[config.mk]
export PLATFORM = sky130hd
export DESIGN_NAME = voice_allocator
export DESIGN_NICKNAME = d
export VERILOG_FILES = /design/src/rtl/synth_pkg.sv /design/src/rtl/lru_rank.sv /design/src/rtl/voice_allocator.sv
export SDC_FILE = /design/constraint.sdc
export NUM_CORES = 1
export LEC_CHECK = 0
export ABC_AREA = 1
export BUFFER_PORTS_ARGS = -buffer_cell sky130_fd_sc_hd__clkbuf_2
export CORE_AREA = 2 2 186 97
export CTS_BUF_LIST = sky130_fd_sc_hd__clkbuf_2 sky130_fd_sc_hd__clkbuf_4 sky130_fd_sc_hd__clkbuf_8
export CTS_CLUSTER_SIZE = 40
export DETAILED_ROUTE_END_ITERATION = 10
export DIE_AREA = 0 0 188 99
export HOLD_SLACK_MARGIN = 0.03
export PLACE_DENSITY = 0.66
export SYNTH_ARGS = -nofsm -noshare
export SYNTH_HDL_FRONTEND = slang
export SYNTH_SLANG_ARGS = --single-unit
[constraint.sdc]
create_clock -name CLK -period 4.8 [get_ports CLK]
set_input_delay 0.24 -clock CLK [delete_from_list [all_inputs] [get_ports CLK]]
set_output_delay 0.24 -clock CLK [all_outputs]
set_load 0.005 [all_outputs]
[src/rtl/synth_pkg.sv]
// Shared definitions for the voice allocator.
// Holds the MIDI status nibbles, the midi_msg field positions and the allocator FSM state type.
package synth_pkg;

  localparam logic [3:0] NOTE_ON  = 4'h9;
  localparam logic [3:0] NOTE_OFF = 4'h8;

  // midi_msg layout: [23:16] status, [15:8] note, [7:0] velocity.
  // MIDI data bytes carry 7 bits; the top bit of each is a pad.
  localparam int unsigned MSG_TYPE_HI  = 23;
  localparam int unsigned MSG_TYPE_LO  = 20;
  localparam int unsigned MSG_CHAN_HI  = 19;
  localparam int unsigned MSG_CHAN_LO  = 16;
  localparam int unsigned MSG_NOTE_PAD = 15;
  localparam int unsigned MSG_NOTE_HI  = 14;
  localparam int unsigned MSG_NOTE_LO  = 8;
  localparam int unsigned MSG_VEL_PAD  = 7;
  localparam int unsigned MSG_VEL_HI   = 6;
  localparam int unsigned MSG_VEL_LO   = 0;

  typedef enum logic [1:0] {
    StIdle,
    StDecode,
    StScan,
    StIssue
  } state_e;

endpackage

[src/rtl/lru_rank.sv]
// Least-recently-allocated tracker for the voice allocator.
// Keeps one rank per voice (0 = most recent, NumVoices-1 = oldest); ranks are always a permutation.
// Ports:
//   clk_i, rst_ni  clock, asynchronous active-low reset (rank[i] = i after reset)
//   touch_i        strobe: the voice at touch_idx_i was just allocated
//   touch_idx_i    voice being touched
//   max_idx_o      voice currently holding the oldest rank
module lru_rank #(
  parameter int unsigned NumVoices = 8,
  parameter int unsigned IdxW      = 3
) (
  input  logic            clk_i,
  input  logic            rst_ni,
  input  logic            touch_i,
  input  logic [IdxW-1:0] touch_idx_i,
  output logic [IdxW-1:0] max_idx_o
);

  logic [IdxW-1:0] rank_q [NumVoices];
  logic [IdxW-1:0] touched_rank;

  assign touched_rank = rank_q[touch_idx_i];

  // Touched voice moves to rank 0; only voices that were more recent than it age by one,
  // so the ranks stay a permutation.
  always_ff @(posedge clk_i or negedge rst_ni) begin
    if (!rst_ni) begin
      for (int unsigned i = 0; i < NumVoices; i++) rank_q[i] <= IdxW'(i);
    end else if (touch_i) begin
      for (int unsigned i = 0; i < NumVoices; i++) begin
        if (IdxW'(i) == touch_idx_i) begin
          rank_q[i] <= '0;
        end else if (rank_q[i] < touched_rank) begin
          rank_q[i] <= rank_q[i] + IdxW'(1);
        end
      end
    end
  end

  always_comb begin
    max_idx_o = '0;
    for (int unsigned i = 0; i < NumVoices; i++) begin
      if (rank_q[i] == IdxW'(NumVoices - 1)) max_idx_o = IdxW'(i);
    end
  end

endmodule

[src/rtl/voice_allocator.sv]
// Voice allocator: turns decoded MIDI note-on/note-off messages into per-voice gate commands.
// A one-entry holding register buffers one message while the FSM scans the voices; a note-on
// retriggers a voice already playing the note, else takes the lowest free voice, else steals the
// least-recently-allocated voice. A note-off gates off the first gated voice playing the note.
// Optional build macro CHANNEL_FILTER_EN: when defined, only status channel MIDI_CHANNEL is accepted.
// Ports:
//   CLK, nRST      clock, asynchronous active-low reset
//   midi_msg       [23:16] status, [15:8] note, [7:0] velocity; valid with midi_msg_rdy
//   midi_msg_rdy   one-cycle message strobe
//   voice_done     per-voice release-finished strobes
//   cmd_valid      one-cycle command strobe; cmd_voice/note/vel/gate hold until the next command
//   voice_active   per-voice allocated flags (LEDs)
//   overflow       one-cycle pulse when an incoming message is dropped
module voice_allocator
  import synth_pkg::*;
#(
  parameter int unsigned NUM_VOICES   = 8,
  parameter int unsigned VIDX_W       = 3,
  parameter int unsigned MIDI_CHANNEL = 0
) (
  input  logic                  CLK,
  input  logic                  nRST,
  input  logic [23:0]           midi_msg,
  input  logic                  midi_msg_rdy,
  input  logic [NUM_VOICES-1:0] voice_done,
  output logic                  cmd_valid,
  output logic [VIDX_W-1:0]     cmd_voice,
  output logic [6:0]            cmd_note,
  output logic [6:0]            cmd_vel,
  output logic                  cmd_gate,
  output logic [NUM_VOICES-1:0] voice_active,
  output logic                  overflow
);

  state_e                state_q;
  logic                  hold_full_q;
  logic [23:0]           hold_msg_q;
  logic                  overflow_q;
  logic                  pend_on_q;
  logic [6:0]            pend_note_q;
  logic [6:0]            pend_vel_q;
  logic [VIDX_W-1:0]     scan_idx_q;
  logic                  match_found_q;
  logic [VIDX_W-1:0]     match_idx_q;
  logic                  free_found_q;
  logic [VIDX_W-1:0]     free_idx_q;
  logic                  cmd_valid_q;
  logic [VIDX_W-1:0]     cmd_voice_q;
  logic [6:0]            cmd_note_q;
  logic [6:0]            cmd_vel_q;
  logic                  cmd_gate_q;
  logic [NUM_VOICES-1:0] alloc_q;
  logic [NUM_VOICES-1:0] gate_q;
  logic [6:0]            note_q [NUM_VOICES];

  // Message decode from the holding register.
  logic [3:0] msg_type;
  logic [6:0] msg_note;
  logic [6:0] msg_vel;
  logic       chan_ok;
  logic       is_on;
  logic       is_off;
  logic       unused_pad;

  assign msg_type   = hold_msg_q[MSG_TYPE_HI:MSG_TYPE_LO];
  assign msg_note   = hold_msg_q[MSG_NOTE_HI:MSG_NOTE_LO];
  assign msg_vel    = hold_msg_q[MSG_VEL_HI:MSG_VEL_LO];
  assign is_on      = (msg_type == NOTE_ON) && (msg_vel != 7'd0);
  assign is_off     = ((msg_type == NOTE_ON) && (msg_vel == 7'd0)) || (msg_type == NOTE_OFF);
  assign unused_pad = hold_msg_q[MSG_NOTE_PAD] ^ hold_msg_q[MSG_VEL_PAD];

`ifdef CHANNEL_FILTER_EN
  assign chan_ok = (hold_msg_q[MSG_CHAN_HI:MSG_CHAN_LO] == 4'(MIDI_CHANNEL));
`else
  logic [3:0] unused_chan;
  assign chan_ok     = 1'b1;
  assign unused_chan = hold_msg_q[MSG_CHAN_HI:MSG_CHAN_LO] ^ 4'(MIDI_CHANNEL);
`endif

  // Holding register: DECODE empties it, and a strobe in that same cycle refills it.
  logic hold_free;
  logic capture;

  assign hold_free = (state_q == StDecode);
  assign capture   = midi_msg_rdy && (!hold_full_q || hold_free);

  always_ff @(posedge CLK or negedge nRST) begin
    if (!nRST) begin
      hold_full_q <= 1'b0;
      hold_msg_q  <= '0;
      overflow_q  <= 1'b0;
    end else begin
      overflow_q <= midi_msg_rdy && !capture;
      if (capture) begin
        hold_full_q <= 1'b1;
        hold_msg_q  <= midi_msg;
      end else if (hold_free) begin
        hold_full_q <= 1'b0;
      end
    end
  end

  // Scan step: fold the voice under scan_idx_q into the running results.
  logic              hit;
  logic              match_now;
  logic [VIDX_W-1:0] match_idx_now;
  logic              free_now;
  logic [VIDX_W-1:0] free_idx_now;
  logic [VIDX_W-1:0] lru_max;
  logic [VIDX_W-1:0] target;
  logic              last_scan;

  always_comb begin
    hit = alloc_q[scan_idx_q] && (note_q[scan_idx_q] == pend_note_q)
          && (pend_on_q || gate_q[scan_idx_q]);
    match_now     = match_found_q || hit;
    match_idx_now = match_found_q ? match_idx_q : scan_idx_q;
    free_now      = free_found_q || !alloc_q[scan_idx_q];
    free_idx_now  = free_found_q ? free_idx_q : scan_idx_q;
    if (match_now) begin
      target = match_idx_now;
    end else if (free_now) begin
      target = free_idx_now;
    end else begin
      target = lru_max;
    end
  end

  assign last_scan = (scan_idx_q == VIDX_W'(NUM_VOICES - 1));

  always_ff @(posedge CLK or negedge nRST) begin
    if (!nRST) begin
      state_q       <= StIdle;
      pend_on_q     <= 1'b0;
      pend_note_q   <= '0;
      pend_vel_q    <= '0;
      scan_idx_q    <= '0;
      match_found_q <= 1'b0;
      match_idx_q   <= '0;
      free_found_q  <= 1'b0;
      free_idx_q    <= '0;
      cmd_valid_q   <= 1'b0;
      cmd_voice_q   <= '0;
      cmd_note_q    <= '0;
      cmd_vel_q     <= '0;
      cmd_gate_q    <= 1'b0;
    end else begin
      cmd_valid_q <= 1'b0;
      unique case (state_q)
        StIdle: begin
          // An arriving strobe is captured this edge, so DECODE can start with it.
          if (hold_full_q || midi_msg_rdy) state_q <= StDecode;
        end
        StDecode: begin
          pend_on_q     <= is_on;
          pend_note_q   <= msg_note;
          pend_vel_q    <= msg_vel;
          scan_idx_q    <= '0;
          match_found_q <= 1'b0;
          free_found_q  <= 1'b0;
          state_q       <= (chan_ok && (is_on || is_off)) ? StScan : StIdle;
        end
        StScan: begin
          match_found_q <= match_now;
          match_idx_q   <= match_idx_now;
          free_found_q  <= free_now;
          free_idx_q    <= free_idx_now;
          scan_idx_q    <= scan_idx_q + VIDX_W'(1);
          if (last_scan) begin
            // Note-on always lands somewhere; note-off needs a gated match.
            if (pend_on_q || match_now) begin
              state_q     <= StIssue;
              cmd_valid_q <= 1'b1;
              cmd_voice_q <= target;
              cmd_note_q  <= pend_note_q;
              cmd_vel_q   <= pend_vel_q;
              cmd_gate_q  <= pend_on_q;
            end else begin
              state_q <= StIdle;
            end
          end
        end
        StIssue: state_q <= StIdle;
        default: state_q <= StIdle;
      endcase
    end
  end

  // Per-voice state is committed at the end of ISSUE; an allocation there beats voice_done.
  logic issue;
  assign issue = (state_q == StIssue);

  always_ff @(posedge CLK or negedge nRST) begin
    if (!nRST) begin
      alloc_q <= '0;
      gate_q  <= '0;
      for (int unsigned i = 0; i < NUM_VOICES; i++) note_q[i] <= '0;
    end else begin
      for (int unsigned i = 0; i < NUM_VOICES; i++) begin
        if (issue && (cmd_voice_q == VIDX_W'(i))) begin
          if (cmd_gate_q) begin
            alloc_q[i] <= 1'b1;
            gate_q[i]  <= 1'b1;
            note_q[i]  <= cmd_note_q;
          end else begin
            gate_q[i] <= 1'b0;
          end
        end else if (voice_done[i] && !gate_q[i]) begin
          alloc_q[i] <= 1'b0;
        end
      end
    end
  end

  lru_rank #(
    .NumVoices(NUM_VOICES),
    .IdxW     (VIDX_W)
  ) u_lru_rank (
    .clk_i      (CLK),
    .rst_ni     (nRST),
    .touch_i    (issue && cmd_gate_q),
    .touch_idx_i(cmd_voice_q),
    .max_idx_o  (lru_max)
  );

  assign cmd_valid    = cmd_valid_q;
  assign cmd_voice    = cmd_voice_q;
  assign cmd_note     = cmd_note_q;
  assign cmd_vel      = cmd_vel_q;
  assign cmd_gate     = cmd_gate_q;
  assign voice_active = alloc_q;
  assign overflow     = overflow_q;

endmodule

=== Yosys cells after proc, flatten, opt, wreduce, memory -nomap -nowiden ===
Cells that the tools add are included.
W data, S select, Z words.

* Register bits after elaboration: 169
* Input port bits: 35
* Output and inout bits: 28
* Word-level logic and storage cells: 267

* Add/sub/neg operators: 9
* $lt $le $gt $ge: 11
* Eq/ne operators: 38
* Multiplexer cells: 68
* Bitwise gates (word level): 2
* Reductions and logical operators: 90

{| class="wikitable"
|+ Operator list
! operator !! number
|-
| $mux W3 || 26
|-
| $reduce_and A2 Y1 || 25
|-
| $eq A3 B3 Y1 const B || 12
|-
| $reduce_bool A2 Y1 || 18
|-
| $add A3 B1 Y3 const B || 9
|-
| $mux W1 || 26
|-
| $lt A3 B3 Y1 || 8
|-
| $logic_and A1 B1 Y1 || 23
|-
| $bmux W7 S3 || 1
|-
| $ne A2 B2 Y1 const B || 10
|-
| $mux W7 || 2
|-
| $eq A3 B3 Y1 const A || 4
|-
| $mux W2 || 6
|-
| $logic_not A1 Y1 || 11
|-
| $bmux W3 S3 || 1
|-
| $eq A4 B4 Y1 const B || 2
|-
| $ge A4 B4 Y1 const B || 2
|-
| $logic_or A1 B1 Y1 || 8
|-
| $not A3 Y4 || 2
|-
| $pmux W2 S4 || 1
|-
| $eq A7 B7 Y1 || 1
|-
| $logic_not A7 Y1 || 1
|-
| $reduce_bool A7 Y1 || 1
|-
| $bmux W1 S3 || 2
|-
| 12 further kinds || 16
|}

=== Longest topological paths before layout ===
* Depth after elaboration: 12
* Gate-level depth with buffers: 18
* Mapped depth without buffers: 16

=== Hierarchy ===
Synthesis repeated with hierarchy kept, for this count alone.

* Cell total of the unflattened synthesis: 1098
* Area total of the unflattened synthesis: 8677.1 sq um

{| class="wikitable"
|+ Modules (own cells, without submodules)
! module !! times used !! cells each !! area each (sq um) !! sequential area each (sq um)
|-
| voice_allocator || 1 || 783 || 6492.5 || 3478.3
|-
| lru_rank || 1 || 315 || 2184.6 || 615.6
|}

=== Least setup slack after synthesis ===
OpenSTA, ideal clock, no wires.

* Path kind: register -> register
* Start: reg cmd_voice_q[0] (netlist: cmd_voice[0])
* End: reg u_lru_rank.rank_q[22] (netlist bit)
* Setup time: 0.126 ns
* Data arrival time: 2.161 ns
* Required time: 4.674 ns
* Path slack: 2.513 ns
* Cell stages (with the launch flop): 13
* Path buffers: 0
* Period minus slack after synthesis: 2.287 ns
* Path through: dfrtp_1 nand2_1 inv_1 nand2_1 nand4_1 o21ai_0 ha_1 a21oi_1 nand2_1 nand2_1 nand2_1 nand2_1 o21ai_0

* Word-level cells in the longest chain between the ends: 7
* Elaborated cells between the ends (all ways): 9
* Classes of those cells: 1 x order compare; 4 x mux; 1 x bitwise; 3 x reduce/logical

{| class="wikitable"
|+ RTL lines
! what !! RTL line !! text
|-
| start, declared || voice_allocator.sv:48 || <nowiki>logic [VIDX_W-1:0] cmd_voice_q;</nowiki>
|-
| start signal, assigned || voice_allocator.sv:174 || <nowiki>cmd_voice_q <= target;</nowiki>
|-
| $not A3 Y4 (not written as such) || lru_rank.sv:22 || <nowiki>assign touched_rank = rank_q[touch_idx_i];</nowiki>
|-
| $bmux W3 S3 || lru_rank.sv:22 ||
|-
| $mux W3 (not written as such) (2 in series) || lru_rank.sv:22 ||
|-
| $lt A3 B3 Y1 || lru_rank.sv:33 || <nowiki>end else if (rank_q[i] < touched_rank) begin</nowiki>
|-
| $reduce_bool A2 Y1 (no source line) || - ||
|-
| $reduce_and A2 Y1 (no source line) || - ||
|-
| end signal, assigned by index || lru_rank.sv:34 || <nowiki>rank_q[i] <= rank_q[i] + IdxW'(1);</nowiki>
|-
| end, declared || lru_rank.sv:19 || <nowiki>logic [IdxW-1:0] rank_q [NumVoices];</nowiki>
|}

Parallel ways exist; a longest one is shown, timed or not. The select of a mux whose other input is x is not followed.
A chain may end at the register's enable or synchronous reset.

=== Worst setup path after layout ===
* Start: reg scan_idx_q[0]
* End: reg cmd_vel_q[2] (netlist: cmd_vel[2])

* Word-level cells in the longest chain between the ends: 10
* Elaborated cells between the ends (all ways): 16
* Classes of those cells: 2 x eq/ne; 7 x mux; 1 x bitwise; 6 x reduce/logical

{| class="wikitable"
|+ RTL lines
! what !! RTL line !! text
|-
| start, declared || voice_allocator.sv:42 || <nowiki>logic [VIDX_W-1:0] scan_idx_q;</nowiki>
|-
| start signal, assigned || voice_allocator.sv:168 || <nowiki>scan_idx_q <= scan_idx_q + VIDX_W'(1);</nowiki>
|-
| $not A3 Y4 (not written as such) || voice_allocator.sv:114 || <nowiki>hit = alloc_q[scan_idx_q] && (note_q[scan_idx_q] == pend_note_q)</nowiki>
|-
| $bmux W7 S3 || voice_allocator.sv:114 ||
|-
| $mux W7 (not written as such) (2 in series) || voice_allocator.sv:114 ||
|-
| $eq A7 B7 Y1 || voice_allocator.sv:114 ||
|-
| $logic_and A1 B1 Y1 || voice_allocator.sv:114 ||
|-
| $logic_and A1 B1 Y1 || voice_allocator.sv:115 || <nowiki>&& (pend_on_q || gate_q[scan_idx_q]);</nowiki>
|-
| $logic_or A1 B1 Y1 || voice_allocator.sv:116 || <nowiki>match_now = match_found_q || hit;</nowiki>
|-
| $logic_or A1 B1 Y1 || voice_allocator.sv:171 || <nowiki>if (pend_on_q || match_now) begin</nowiki>
|-
| $reduce_and A3 Y1 (no source line) (*) || - ||
|-
| end signal, assigned || voice_allocator.sv:176 || <nowiki>cmd_vel_q <= pend_vel_q;</nowiki>
|-
| end, declared || voice_allocator.sv:50 || <nowiki>logic [6:0] cmd_vel_q;</nowiki>
|}

Every way passes the cells marked *; elsewhere a longest branch is shown, timed or not. The select of a mux whose other input is x is not followed.

==> results_dict.tcl <==
set metrics [dict create \
    finalMaxSlewViolations 0 \
    grt_pass1_vias 6318 \
    period_share 0.647 \
    yosysTopAreaCell "dfrtp_1" \
    overflow 0 \
    tightest_slew_ns 1.17 \
    rrSetupSlack_ns 1.70 \
    finalHoldViolCount 0 \
    firstDrtPassIters 5 \
    top_usage_layer "met1" \
    dp_hpwl_um 14700 \
    synth-seq-cells 163 \
    crit_start "scan_idx_q[0]$_DFFE_PN0P_" \
    synth_compound_area_frac 0.117 \
    fp.dieH_um 99 \
    wl_um 20900 \
    htreeDepth 4 \
    synth_xor_area_frac 0.00105 \
    cts_tree "done" \
    fin_setup_tns_ns 0 \
    ys_async_sr_fraction 1.00 \
    synth_top_area_share 0.455 \
    crit_arrival_ns 3.43 \
    track_usage 0.239 \
    drtIter0Drc 752 \
    drc_errors 0 \
    rsz0062_at_grt "false" \
    syn_to_final_growth_pct 11.9 \
    vdd_drop_max_v 0.000208 \
    wl_per_cell_um 15.5 \
    vias 6938 \
    grt_max_degree 81 \
    critPathKind "flip-flop to flip-flop" \
    reg2reg_from "scan_idx_q[0]$_DFFE_PN0P_" \
    routed_via_density 5.14 \
    instances_no_fill 1349 \
    core.rowCount 34 \
    syn_avg_cell_area_um2 8.02 \
    hp-class "input pin to flip-flop" \
    yosys_warnings 0 \
    yosys.cell_types.count 34 \
    antenna_left 0 \
    synth_common_cells "329 x nand2_1, 151 x dfrtp_1, 135 x inv_1, 125 x o21ai_0, 64 x nor2_1" \
    fillerInstances 1573 \
    synthCells 1036 \
    setup_viol 0 \
    design_area_um2 9300 \
    reg2reg_to "cmd_vel[2]$_DFFE_PN0P_" \
    end_kind "flip-flop" \
    dieWidth_um 188 \
    numCtsBuffers 17 \
    clk_latency_ns 0.46 \
    dp.cells 1298 \
    ff2ff_path_depth 16 \
    leakage_uw 0.00460 \
    core_um2 17000 \
    antenna_found_initial 0 \
    synth_top_family_by_area "simple AND/OR/NAND/NOR gates" \
    fin_skew_ns 0.0109 \
    cts_setup_buffers 0 \
    grt_util_met3 0.0488 \
    cp_data_required_time_ns 5.13 \
    place_area_um2 8730 \
    seq_area_frac_synth 0.493 \
    cts_buffer_depth 2 \
    grt_first_pass_wirelength_um 34300 \
    synth_fa_ha_area_frac 0.0572 \
    p_per_area_nw_per_um2 331 \
    layout.nets 1175 \
    antennaDiodeCount 0 \
    cap_violations 0 \
    synthSimpleGateAreaFrac 0.226 \
    cp_max_fo 37 \
    fmax_mhz 322 \
    critPathCapture "cmd_vel[2]$_DFFE_PN0P_" \
    maxSlewHeadroom 0.216 \
    status "completed" \
    met2_usage 0.304 \
    synth_area_leaders "dfrtp_1 45%, nand2_1 15%, o21ai_0 7.5%, inv_1 6.1%, ha_1 5.7%" \
    dieArea_um2 18600 \
    routabilityCongestion 0.869 \
    drive_gt1_frac 0.122 \
    syn_nets 1109 \
    synthMuxAreaShare 0.0163 \
    cts.sinks 163 \
    num_io_pins 63 \
    synth-edff-count 0 \
    worstSetupStartpointType "flip-flop" \
    grt_use_met1 0.401 \
    clkSlewWorstSetupHoldPaths_ns 0.09 \
    hold_ws_ns 0.0577 \
    start_util 0.489 \
    period_needed_ns 3.10 \
    cts-root-buf "clkbuf_8" \
    ys.flop_type "dfrtp_1" \
    netlist_area_um2 8310 \
    synth.most_common_cell "nand2_1" \
    finalPower_uw 3080 \
    portBuffers 56 \
]
==> kinds of logic (layout without fill, tap and decap cells) <==
logic type      after synthesis  in the layout
buf+inv                     174            253
flops                       163            163
xor+xnor                      1              1
simple gates                467            467
compound gates              181            181
fa+ha+maj                    38             38
mux                          12             12
==> critical path: stages (launching register included) <==
cell and delay (ns):
dfrtp_1 0.83, buf_4 0.36, nor2_1 0.08, nor2_1 0.08
nand2_1 0.06, nand3_1 0.22, nand2_1 0.08, nand2_1 0.06
nand2_1 0.05, inv_1 0.05, nand2_1 0.04, nor2_1 0.13
nand2_2 0.13, nand3_2 0.11, nand3_4 0.38, nand2_1 0.21
o21ai_2 0.07
==> worst min-delay path by stage <==
stage / startpoint / cells past startpoint / slack, ns / to
CTS: voice_done[7] / 4 / 0.03 / voice_active[7]$_DFFE_PN0P_
global route: midi_msg[5] / 3 / 0.05 / hold_msg_q[5]$_DFFE_PN0P_
global placement: nRST / 1 / 0.33 / note_q[4]$_DFFE_PN0P_
floorplan: nRST / 0 / -0.06 / cmd_gate$_DFFE_PN0P_
detailed placement: nRST / 1 / 0.34 / note_q[18]$_DFFE_PN0P_
finish: midi_msg[5] / 3 / 0.06 / hold_msg_q[5]$_DFFE_PN0P_
==> layout by cell type, fill, tap and decap left out, types with 5 or more instances in the layout <==
cell | synthesis | final
nand2_1 | 329 | 329
dfrtp_1 | 151 | 151
inv_1 | 135 | 135
o21ai_0 | 125 | 125
nor2_1 | 64 | 64
nand3_1 | 59 | 59
clkbuf_2 | 0 | 55
ha_1 | 38 | 38
a21oi_1 | 22 | 22
clkbuf_8 | 0 | 21
dlygate4sd3_1 | 0 | 19
mux2_2 | 12 | 12
dfstp_2 | 12 | 12
o21ai_2 | 10 | 10
o21ai_1 | 8 | 8
o22ai_1 | 8 | 8
buf_4 | 2 | 8
nand4_1 | 6 | 6
a22oi_1 | 5 | 5
clkinv_2 | 0 | 5
==> state kept, by name (all words and copies together) (netlist names) <==
register,flops
cmd_gate,1
gate_q,8
cmd_note,7
hold_full_q,1
match_idx_q,3
scan_idx_q,3
voice_active,8
cmd_voice,3
u_lru_rank.rank_q,24
match_found_q,1
pend_vel_q,7
hold_msg_q,18
pend_note_q,7
overflow,1
state_q,2
cmd_vel,7
pend_on_q,1
cmd_valid,1
free_idx_q,3
note_q,56
free_found_q,1
==> area by class of cell <==
cell class	instances	area, µm²	area share
well taps	234	293	0.0315
flip-flops and latches	163	4090	0.440
repair buffers	83	537	0.0577
clock buffers	23	304	0.0327
clock inverters	9	78.8	0.00848
multi-input cells	699	3470	0.373
inverters	138	520	0.0560
==> per-layer routing <==
metal | part of all wire | vias to the layer above
met3 | 0.081 | 21
met5 | 0 | -
met4 | 0.011 | 0
li1 | - | 3422
met2 | 0.36 | 271
met1 | 0.54 | 3224
==> report_power, final <==
part	internal (µW)	total, µW	switching, µW
Combinational	182	502	320
Clock	473	980	507
Sequential	1520	1600	75.3
Total	2180	3080	902
==> stage by stage <==
step           worst slack, ns  utilization
2_1_floorplan             2.51            -
3_3_place_gp              1.84        0.514
3_5_place_dp              1.79        0.514
4_1_cts                   1.73        0.548
5_1_grt                   1.39        0.548
6_report                  1.70        0.548
==> repair_timing <==
action,4_1_cts,5_1_grt
hold buffers,19,0
hold endpoints to repair,85,0
resized for setup,0,0
setup endpoints to repair,0,0
No activity file was read; power rests on OpenSTA's default activity.
